<file path="src/rtl/mul_div_unit.sv">
// Iterative RV32M multiply/divide unit: shift-add multiply or restoring divide over WORD_SIZE
// iterations, then one sign-fix cycle; fixed latency for every operation and operand value.
module mul_div_unit #(
  parameter int WORD_SIZE = 32
) (
  input  logic                 i_Clk,
  input  logic                 i_Rst,
  input  logic                 i_Start,
  input  logic                 i_Kill,
  input  logic [2:0]           i_Funct3,
  input  logic [WORD_SIZE-1:0] i_Op1,
  input  logic [WORD_SIZE-1:0] i_Op2,
  output logic [WORD_SIZE-1:0] o_Result,
  output logic                 o_Busy,
  output logic                 o_Done
);
  localparam int W  = WORD_SIZE;
  localparam int CW = $clog2(W);

  typedef enum logic [1:0] {IDLE, CALC, FIX, DONE} state_t;

  state_t          state;
  logic [CW-1:0]   cnt;
  logic            accept;

  logic [2:0]      funct_q;
  logic            n1_q, n2_q, div0_q;
  logic [W-1:0]    op1_q, opb_q, res_q;
  logic [2*W-1:0]  acc_q;

  logic            s1_signed, s2_signed, n1, n2;
  logic [W-1:0]    abs1, abs2;
  logic [W:0]      mul_sum, div_shift, div_trial;
  logic [2*W-1:0]  mul_next, div_next;

  // Sign fixes applied to the unsigned magnitude result; divide-by-zero overrides them.
  function automatic logic [W-1:0] fix_result(input logic [2:0] f, input logic [2*W-1:0] acc,
                                              input logic neg, input logic rneg,
                                              input logic div0, input logic [W-1:0] op1);
    logic [2*W-1:0] p;
    logic [W-1:0]   q, r;
    p = neg  ? -acc : acc;
    q = neg  ? -acc[W-1:0] : acc[W-1:0];
    r = rneg ? -acc[2*W-1:W] : acc[2*W-1:W];
    case (f)
      3'b000:                 fix_result = p[W-1:0];
      3'b001, 3'b010, 3'b011: fix_result = p[2*W-1:W];
      3'b100, 3'b101:         fix_result = div0 ? {W{1'b1}} : q;
      default:                fix_result = div0 ? op1 : r;
    endcase
  endfunction

  assign accept = ((state == IDLE) || (state == DONE)) && i_Start && !i_Kill;

  always_comb begin
    s1_signed = (i_Funct3 == 3'b001) || (i_Funct3 == 3'b010) ||
                (i_Funct3 == 3'b100) || (i_Funct3 == 3'b110);
    s2_signed = (i_Funct3 == 3'b001) || (i_Funct3 == 3'b100) || (i_Funct3 == 3'b110);
    n1   = s1_signed & i_Op1[W-1];
    n2   = s2_signed & i_Op2[W-1];
    abs1 = n1 ? -i_Op1 : i_Op1;
    abs2 = n2 ? -i_Op2 : i_Op2;
  end

  // Multiply: acc = {partial product, remaining multiplier bits}; divide: acc = {remainder, quotient}.
  always_comb begin
    mul_sum   = {1'b0, acc_q[2*W-1:W]} + {1'b0, (acc_q[0] ? opb_q : {W{1'b0}})};
    mul_next  = {mul_sum, acc_q[W-1:1]};
    div_shift = {acc_q[2*W-1:W], acc_q[W-1]};
    div_trial = div_shift - {1'b0, opb_q};
    div_next  = div_trial[W] ? {div_shift[W-1:0], acc_q[W-2:0], 1'b0}
                             : {div_trial[W-1:0], acc_q[W-2:0], 1'b1};
  end

  always_ff @(posedge i_Clk) begin
    if (accept) begin
      funct_q <= i_Funct3;
      n1_q    <= n1;
      n2_q    <= n2;
      op1_q   <= i_Op1;
      div0_q  <= (i_Op2 == {W{1'b0}});
      if (i_Funct3[2]) begin
        acc_q <= {{W{1'b0}}, abs1};
        opb_q <= abs2;
      end else begin
        acc_q <= {{W{1'b0}}, abs2};
        opb_q <= abs1;
      end
    end else if (state == CALC) begin
      acc_q <= funct_q[2] ? div_next : mul_next;
    end else if (state == FIX) begin
      res_q <= fix_result(funct_q, acc_q, n1_q ^ n2_q, n1_q, div0_q, op1_q);
    end
  end

  always_ff @(posedge i_Clk or posedge i_Rst) begin
    if (i_Rst) begin
      state    <= IDLE;
      cnt      <= '0;
      o_Busy   <= 1'b0;
      o_Done   <= 1'b0;
      o_Result <= '0;
    end else if (i_Kill) begin
      state  <= IDLE;
      o_Busy <= 1'b0;
      o_Done <= 1'b0;
    end else begin
      o_Done <= 1'b0;
      case (state)
        IDLE: begin
          if (accept) begin
            state  <= CALC;
            cnt    <= '0;
            o_Busy <= 1'b1;
          end
        end
        CALC: begin
          cnt <= cnt + 1'b1;
          if (cnt == CW'(W - 1)) state <= FIX;
        end
        FIX: begin
          state  <= DONE;
          o_Busy <= 1'b0;
        end
        DONE: begin
          o_Done   <= 1'b1;
          o_Result <= res_q;
          if (accept) begin
            state  <= CALC;
            cnt    <= '0;
            o_Busy <= 1'b1;
          end else begin
            state <= IDLE;
          end
        end
      endcase
    end
  end
endmodule

</file>
<file path="config.mk">
export PLATFORM = sky130hd
export DESIGN_NAME = mul_div_unit
export DESIGN_NICKNAME = d
export VERILOG_FILES = /design/src/rtl/mul_div_unit.sv
export SDC_FILE = /design/constraint.sdc
export NUM_CORES = 1
export LEC_CHECK = 0
export CORE_ASPECT_RATIO = 2
export CORE_MARGIN = 2
export CORE_UTILIZATION = 57
export DETAILED_ROUTE_END_ITERATION = 7
export PLACE_DENSITY = 0.77
export SLEW_MARGIN = 20
export SYNTH_ARGS = -nofsm -noshare
export SYNTH_HDL_FRONTEND = slang
export SYNTH_SLANG_ARGS = --single-unit
export TNS_END_PERCENT = 50
</file>
<file path="constraint.sdc">
create_clock -name i_Clk -period 11.15 [get_ports i_Clk]
set_input_delay 1.6725 -clock i_Clk [delete_from_list [all_inputs] [get_ports i_Clk]]
set_output_delay 1.6725 -clock i_Clk [all_outputs]
set_load 0.02 [all_outputs]
</file>
==> impl_metrics.toml, run 1 <==
[outcome]
status = "finished, final reports clean"

[routing]
wl_per_cell_um = 22.3
drc = 0
vias_per_cell = 6.34
ant_nets = 0
first_pass_iters = 6
num_vias = 13900
drt-initial-drc-count = 1438
routed_wl_um = 48700

[clock_network]
cts_made_buffers = 20
clockRootBuffer = "clkbuf_16"
insertion_delay_ns = 0.53
postCtsSetupRepairBufs = 0
post_cts_resized = 0
cts_hold_buf = 0
clockBufferDepth = 3
clkTransAtPathRegs_ns = 0.07
cts_sinks = 207
htree_levels = 1
cts_tree = "yes"

[timing]
setup_violations = 0
rsz0062_at_grt = "no"
tightest_slew_ns = 1.04
finalClockSkew_ns = 0.0162
period_share_pct = 45.0
maxSlewHeadroom_pct = 29.9
timing_hold_violations_final = 0
clock.fmax_mhz = 199
report.final.slew_viol_count = 0
setup_tns_ns = 0
fin_crit_ns = 5.02

[hold_path]
hold_end = "o_Result[25]"
min_from = "res_q[25]"
holdPathStages = 1
worstHoldPathType = "flop to flop"

[synthesis]
ys_seq_elements = 207
synth_cell_types = 75
synth_top_cell_by_area = "edfxtp_1"
ys_async_sr_fraction_pct = 19.8
ys_seq_area_share_pct = 37.3
synth_area_leaders = "edfxtp_1 31%, mux2i_1 6.8%, dfrtp_1 6.4%, ha_1 5.8%, xnor2_1 5.6%"
syn-cell-area_um2 = 16100
synth.top_cell.area_share_pct = 31.0
synth_ff_type = "edfxtp_1"
synth_edf_count = 166
yosys_warnings = 0
synth_cells = 1750
syn_area_per_cell_um2 = 9.20
syn-num-nets = 1898

[global_route]
grt-ovfl-total = 0
grt_max_degree = 82
first_global_vias = 13500
grt_pass1_wl_um = 74900
antenna_found_initial = 0
track_usage_pct = 32.7

[setup_path]
reg2reg_depth = 13
critPathKind = "flop to flop"
crit_fanout = 33
crit_chain = "clkinv_1 -> nor2_1 -> ha_1 -> a211oi_1 -> o21bai_1 -> a221oi_1 -> o31ai_1 -> a41oi_1 -> o31ai_1 -> a31oi_1 -> o21ai_0 -> a211oi_1 -> a211oi_1"
cpMostUsedCell = "a211oi_1"
cpMaxStageDelayCell = "clkinv_1"
arrival_ns = 5.27
start_kind = "flop"
max_stage_delay_ns = 0.84
r2r_slack_ns = 6.13
critPathRequiredTime_ns = 11.40
reg2reg_to = "acc_q[63]"
r2r-start = "acc_q[0]"
end_kind = "flop"

[placement]
post-dp-hpwl_um = 37200
gp_congestion = 1.02
io_buffers = 104
place_inst = 2149

[floorplan]
core_um2 = 28000
ios = 105
rows = 87
die_width_um = 123
initial_utilization_pct = 57.6
die_h_um = 242
fp.dieArea_um2 = 29700

[finish]
multi_input_area_um2 = 9520
stdcell_count = 2186
final_nets = 1963
layout_common_cells = "175 x o21ai_0, 166 x edfxtp_1, 146 x nor2_1, 136 x a21oi_1, 134 x nand2_1"
mostFrequentLayoutCell = "o21ai_0"
fill_cells = 2331
area_delta_synth_final_pct = 12.5
seq_area_um2 = 6010
drive_above_1_share_pct = 6.23

[pwr]
p_leak_nw = 7.12
peakVddDrop_uv = 149
powerDensity_nw_per_um2 = 296
fin_total_pwr_w = 0.00536

[job]
cap_violations = 0
worst max-delay path, delay by kind of cell (launching register included):
family,cells,cell delay [ns]
adder cells (fa/ha/maj),1,0.33
flip-flops,1,0.43
AO/OA/AOI/OAI,10,2.81
AND/OR/NAND/NOR,1,0.34
buffers and inverters,1,0.84
layout make-up:
type	instances	share of cell area [%]
clock buffers	22	2.86
flip-flops and latches	207	33.2
diodes	1	0.0138
multi-input cells	1393	52.5
well taps	356	2.46
clock inverters	14	0.946
inverters	68	1.42
repair buffers	125	6.59
layer usage:
| layer | GRT usage [%] | routed length [µm] | vias to the layer above |
|---|---|---|---|
| li1 | - | - | 6558 |
| met5 | 0 | 0 | - |
| met4 | 17.3 | 3020 | 0 |
| met2 | 54.8 | 23800 | 596 |
| met1 | 40.4 | 18700 | 6548 |
| met3 | 4.20 | 3180 | 155 |
Yosys cell counts, types with 6 or more instances:
master / n
nor4_1: 20
inv_1: 62
a221oi_1: 8
buf_1: 10
nor3_1: 25
and2_1: 9
or4_1: 11
or2_2: 9
mux2_2: 34
o31ai_1: 24
a21o_1: 36
and3_1: 8
nor2b_1: 8
nand2b_1: 16
dfrtp_1: 41
nand2_1: 135
xnor2_1: 103
a22oi_1: 10
o21bai_1: 10
clkbuf_1: 64
a211oi_1: 12
o211ai_1: 12
xor2_1: 102
o21ai_1: 9
a21oi_1: 136
o221ai_1: 14
nor2_1: 146
o22ai_1: 9
ha_1: 75
edfxtp_1: 166
o21ai_0: 176
or3_1: 9
a31oi_1: 13
o21a_1: 10
nand3_1: 25
o41ai_1: 12
mux2i_1: 109
nand4_1: 6
kinds of logic (layout without fill, tap and decap cells):
group                      after synthesis  in the layout  synth area share (%)
AOI/OAI and AO/OA                      518            518                  19.5
xor gates and xnor gates               205            205                  11.2
adders and majority gates               77             77                  6.08
buffers and inverters                  150            229                  3.63
DFF                                    207            207                  37.3
muxes                                  143            143                  9.15
other                                    0              1                     0
and+or+nand+nor                        450            450                  13.2
flip-flops by register name, summed over array words and instances (netlist names):
| register | count |
|---|---|
| state | 2 |
| o_Busy | 1 |
| res_q | 32 |
| cnt | 5 |
| n1_q | 1 |
| div0_q | 1 |
| acc_q | 64 |
| n2_q | 1 |
| o_Done | 1 |
| op1_q | 32 |
| funct_q | 3 |
| o_Result | 32 |
| opb_q | 32 |
power breakdown:
group | internal [W] | total [W] | switching [W]
clock | 0.000411 | 0.000734 | 0.000323
combinational | 0.00127 | 0.00301 | 0.00175
sequential | 0.00125 | 0.00161 | 0.000365
total | 0.00292 | 0.00536 | 0.00243
how the worst max path moves through the flow:
stage / start / endpoint / depth (start not counted)
after floorplan: i_Start / acc_q[31] / 5
after global placement: i_Op2[8] / acc_q[28] / 11
after detailed placement: i_Op2[8] / acc_q[28] / 11
after CTS: acc_q[0] / acc_q[63] / 13
after global routing: acc_q[0] / acc_q[63] / 13
final: acc_q[0] / acc_q[63] / 13
metrics by stage:
step | setup WS (ns) | cell area (µm²) | hold slack (ns) | utilization [%]
2_1_floorplan | 6.38 | 16100 | 0.454 | -
3_3_place_gp | 6.02 | 17400 | 0.457 | 62.3
5_1_grt | 5.63 | 18100 | 0.491 | 64.8
6_report | 6.13 | 18100 | 0.477 | 64.8
4_1_cts | 6.05 | 18100 | 0.481 | 64.8
3_5_place_dp | 6.04 | 17400 | 0.461 | 62.3
(Power assumes the default switching activity.)
==> run 2, diff against run 1 <==
==> constraint.sdc (replaced) <==
create_clock -name i_Clk -period 5.16 [get_ports i_Clk]
set_input_delay 0.774 -clock i_Clk [delete_from_list [all_inputs] [get_ports i_Clk]]
set_output_delay 0.774 -clock i_Clk [all_outputs]
set_load 0.02 [all_outputs]
==> impl_metrics.toml, run 2 (same netlist as run 1, synthesis figures left out) <==
[outcome]
status = "finished, final reports clean"

[routing]
ant_nets = 0
num_vias = 14200
routed_wl_um = 52200
first_pass_iters = 5
drc = 0
vias_per_cell = 6.43
drt-initial-drc-count = 1524
wl_per_cell_um = 23.7

[global_route]
first_global_vias = 13900
track_usage_pct = 35.5
grt_pass1_wl_um = 80000
grt_max_degree = 65
grt-ovfl-total = 0
antenna_found_initial = 1

[setup_path]
crit_buf_inv = 3
cp_top_family = "compound AO/OA/AOI/OAI gates"
r2r-start = "acc_q[0]"
r2r_slack_ns = 0.66
max_stage_delay_ns = 0.57
cpMaxStageDelayCell = "o31ai_1"
arrival_ns = 4.86
start_kind = "flop"
reg2reg_depth = 15
critPathKind = "flop to flop"
reg2reg_to = "acc_q[63]"
crit_fanout = 11
end_kind = "flop"
critPathRequiredTime_ns = 5.52
crit_chain = "inv_1 -> nor2_1 -> ha_1 -> a21oi_1 -> o21ai_0 -> a221oi_1 -> buf_4 -> o31ai_1 -> a41oi_1 -> buf_4 -> o31ai_1 -> a31oi_1 -> o21ai_0 -> a211oi_1 -> a211oi_1"

[hold_path]
min_from = "res_q[26]"
worstHoldPathType = "flop to flop"
holdPathStages = 1
hold_end = "o_Result[26]"

[clock_network]
clockRootBuffer = "clkbuf_16"
post_cts_resized = 0
postCtsSetupRepairBufs = 0
clockBufferDepth = 3
cts_made_buffers = 20
cts_tree = "yes"
clkTransAtPathRegs_ns = 0.08
insertion_delay_ns = 0.54
cts_sinks = 207
htree_levels = 1
cts_hold_buf = 0

[timing]
rsz0062_at_grt = "no"
setup_tns_ns = 0
period_share_pct = 87.3
fin_hold_ws_ns = 0.477
clock.fmax_mhz = 222
finalClockSkew_ns = 0.0202
timing_hold_violations_final = 0
report.final.slew_viol_count = 0
fin_crit_ns = 4.50
setup_violations = 0
tightest_slew_ns = 1.04
maxSlewHeadroom_pct = 30.6

[floorplan]
die_h_um = 242
die_width_um = 123
rows = 87
fp.dieArea_um2 = 29700
core_um2 = 28000
ios = 105
initial_utilization_pct = 57.6

[placement]
gp_congestion = 1.01
post-dp-hpwl_um = 40000
place_area_um2 = 17600
io_buffers = 104

[pwr]
fin_total_pwr_w = 0.0118
power_frac_clock_pct = 13.3
p_seq_share_pct = 29.5
p_int_w = 0.00636
p_comb_share_pct = 57.1
swShare_pct = 46.1
peakVddDrop_uv = 345
powerDensity_nw_per_um2 = 646
p_leak_nw = 7.20
switchingPower_w = 0.00543

[finish]
drive_above_1_share_pct = 7.15
area_delta_synth_final_pct = 13.3
regMostFlops = "acc_q"
fill_cells = 2326
layout_common_cells = "175 x o21ai_0, 166 x edfxtp_1, 146 x nor2_1, 136 x a21oi_1, 134 x nand2_1"
mostFrequentLayoutCell = "o21ai_0"
largest_register_ffs = 64
final_nets = 1980
final_area_um2 = 18300

[job]
cap_violations = 0
run 2: cell types whose count changed in the layout (fill, tap and decap cells not counted), sizes merged:
cell    previous run  this run
buf               22        39
bufinv             3         2
clkinv            11        10
inv               66        68
run 2: stage by stage:
step | setup WS (ns) | utilization, % | instances
floorplan | 1.18 | - | 1750
global placement | 0.828 | 62.8 | 2166
detailed placement | 0.791 | 62.8 | 2166
CTS | 0.752 | 65.2 | 2202
global route | 0.322 | 65.2 | 2203
finish | 0.657 | 65.2 | 2203
run 2: final cells by class:
cell class              count  area, µm²  area share, %
diodes                      1       2.50         0.0137
flip-flops and latches    207       6010           32.9
repair buffers            142       1320           7.24
clock inverters            14        159          0.871
multi-input cells        1393       9530           52.2
well taps                 356        445           2.44
clock buffers              22        529           2.90
inverters                  68        258           1.41
run 2: per-layer routing:
metal  up-vias  track usage [%]  share of wire [%]
met5         -                0                  0
li1       6595                -                  -
met4         0             26.5                9.2
met3       201             4.86                7.5
met2       751             56.8                 47
met1      6619             42.6                 36
run 2: power by group through the flow:
stage                     Combinational, W  Clock (W)  Sequential, W
after floorplan                    0.00466          0        0.00332
after global placement             0.00651          0        0.00346
after detailed placement           0.00655          0        0.00348
after CTS                          0.00661    0.00159        0.00345
after global routing               0.00735    0.00165        0.00354
final                              0.00674    0.00157        0.00348
run 2: worst max path at each step:
| stage | from | to | slack [ns] | cells past startpoint |
|---|---|---|---|---|
| after detailed placement | acc_q[36] | acc_q[43] | 0.79 | 11 |
| after global routing | acc_q[0] | acc_q[63] | 0.32 | 15 |
| after floorplan | state[0] | acc_q[31] | 1.18 | 7 |
| final | acc_q[0] | acc_q[63] | 0.66 | 15 |
| after CTS | acc_q[0] | acc_q[63] | 0.75 | 15 |
| after global placement | i_Op2[8] | acc_q[31] | 0.83 | 9 |
==> run 3, diff against run 2 <==
--- a/config.mk
+++ b/config.mk
@@ -9,7 +9,8 @@
 export CORE_MARGIN = 2
 export CORE_UTILIZATION = 57
 export DETAILED_ROUTE_END_ITERATION = 7
-export PLACE_DENSITY = 0.77
+export GPL_TIMING_DRIVEN = 0
+export PLACE_DENSITY_LB_ADDON = 0.25
 export SLEW_MARGIN = 20
 export SYNTH_ARGS = -nofsm -noshare
 export SYNTH_HDL_FRONTEND = slang
==> impl_metrics.toml, run 3 (same netlist as run 1, synthesis figures left out) <==
[finish]
largest_register_ffs = 64
mostFrequentLayoutCell = "o21ai_0"
regMostFlops = "acc_q"
layout_common_cells = "174 x o21ai_0, 166 x edfxtp_1, 146 x nor2_1, 136 x a21oi_1, 134 x nand2_1"
final_area_um2 = 18300
area_delta_synth_final_pct = 13.8
final_nets = 2027
antenna_cells = 0
drive_above_1_share_pct = 5.49

[setup_path]
end_kind = "flop"
critPathRequiredTime_ns = 5.38
cpMaxStageDelayCell = "a221oi_1"
crit_buf_inv = 2
cp_top_family = "compound AO/OA/AOI/OAI gates"
arrival_ns = 5.12
critPathKind = "flop to flop"
max_stage_delay_ns = 0.58
crit_chain = "inv_1 -> clkbuf_1 -> nor2_1 -> ha_1 -> and4_1 -> and2_0 -> a221oi_1 -> o31ai_1 -> a41oi_1 -> o31ai_1 -> a31oi_1 -> o21ai_0 -> a211oi_1 -> a211oi_1"
start_kind = "flop"
crit_fanout = 10

[placement]
preCtsSetupSlack_ns = 0.362
gp_congestion = 1.03
place_area_um2 = 17700
io_buffers = 104
post-dp-hpwl_um = 45500

[clock_network]
cts_sinks = 207
clockRootBuffer = "clkbuf_16"
cts_tree = "yes"
insertion_delay_ns = 0.52
cts_made_buffers = 20
htree_levels = 1
clockBufferDepth = 3
clkTransAtPathRegs_ns = 0.07

[floorplan]
initial_utilization_pct = 57.6
ios = 105
die_h_um = 242
rows = 87
core_um2 = 28000
fp.dieArea_um2 = 29700
die_width_um = 123

[outcome]
status = "finished, final reports clean"

[timing]
fin_hold_ws_ns = 0.475
tightest_slew_ns = 1.12
fin_crit_ns = 4.89
rsz0062_at_grt = "no"
report.final.slew_viol_count = 0
clock.fmax_mhz = 204
worst_slack_ns = 0.266
maxSlewHeadroom_pct = 24.7
setup_tns_ns = 0
finalClockSkew_ns = 0.0122
timing_hold_violations_final = 0
setup_violations = 0
period_share_pct = 94.8

[routing]
first_pass_iters = 6
drc = 0
routed_wl_um = 57100
drt-initial-drc-count = 1467
vias_per_cell = 6.50
ant_nets = 0
num_vias = 14600
wl_per_cell_um = 25.4

[pwr]
powerDensity_nw_per_um2 = 647
peakVddDrop_uv = 466
p_leak_nw = 7.15

[job]
cap_violations = 0

[global_route]
grt_max_degree = 55
first_global_vias = 14100
track_usage_pct = 38.5
antenna_found_initial = 1
grt-ovfl-total = 0
grt_pass1_wl_um = 84900

[hold_path]
worstHoldPathType = "input pin to asynchronous set/reset pin"
-- run 3: cell types whose count changed in the layout (fill, tap and decap cells not counted), sizes merged --
cell           before  now
clkdlybuf4s50     103  104
inv                68   66
bufinv              2    0
buf                39   21
clkbuf             22   88
clkinv             10   12
diode               1    0
-- run 3: area by class of cell --
type,count,area (µm²)
fill,2438,9650
multi-input combinational,1393,9530
sequential,207,6010
timing repair buffer,107,1120
clock buffer,24,547
tap,356,445
buffer,82,333
inverter,68,255
clock inverter,12,88.8
-- run 3: final timing paths --
kind | depth (start not counted) | slack, ns | end | start
worst max-delay path | 14 | 0.27 | acc_q[63] | acc_q[0]
worst min-delay path | 2 | 0.48 | o_Result[25] | i_Rst
worst max register to register | 14 | 0.27 | acc_q[63] | acc_q[0]
worst min register to register | 1 | 0.48 | o_Result[4] | res_q[4]
max in group asynchronous | 3 | 4.23 | cnt[4] | i_Rst
min in group i_Clk | 1 | 0.48 | o_Result[4] | res_q[4]
-- run 3: metal layers --
layer	wire, µm	track usage, %
met1	20600	46.4
met2	26900	61.6
met3	4130	5.00
met4	5420	28.9
met5	0	0
-- run 3: stage by stage --
step | std cells | power [W] | utilization [%]
after global routing | 2249 | 0.0125 | 65.5
after detailed placement | 2213 | 0.0102 | 63.2
after global placement | 2210 | 0.0101 | 62.9
final | 2249 | 0.0119 | 65.5
after floorplan | 1750 | 0.00798 | -
after CTS | 2249 | 0.0117 | 65.5
-- run 3: where the power goes --
part           internal, W  leakage (nW)  switching, W  total [W]
sequential         0.00269          2.07      0.000795    0.00348
clock             0.000772         0.305      0.000688    0.00146
combinational      0.00281          4.77       0.00410    0.00692
-- run 3: what timing repair did --
| item | 4_1_cts | 5_1_grt |
|---|---|---|
| endpoints found under the setup margin | 0 | 1 |
| gates resized for setup | 0 | 1 |
| hold buffers | 0 | 0 |
| setup buffers | 0 | 0 |
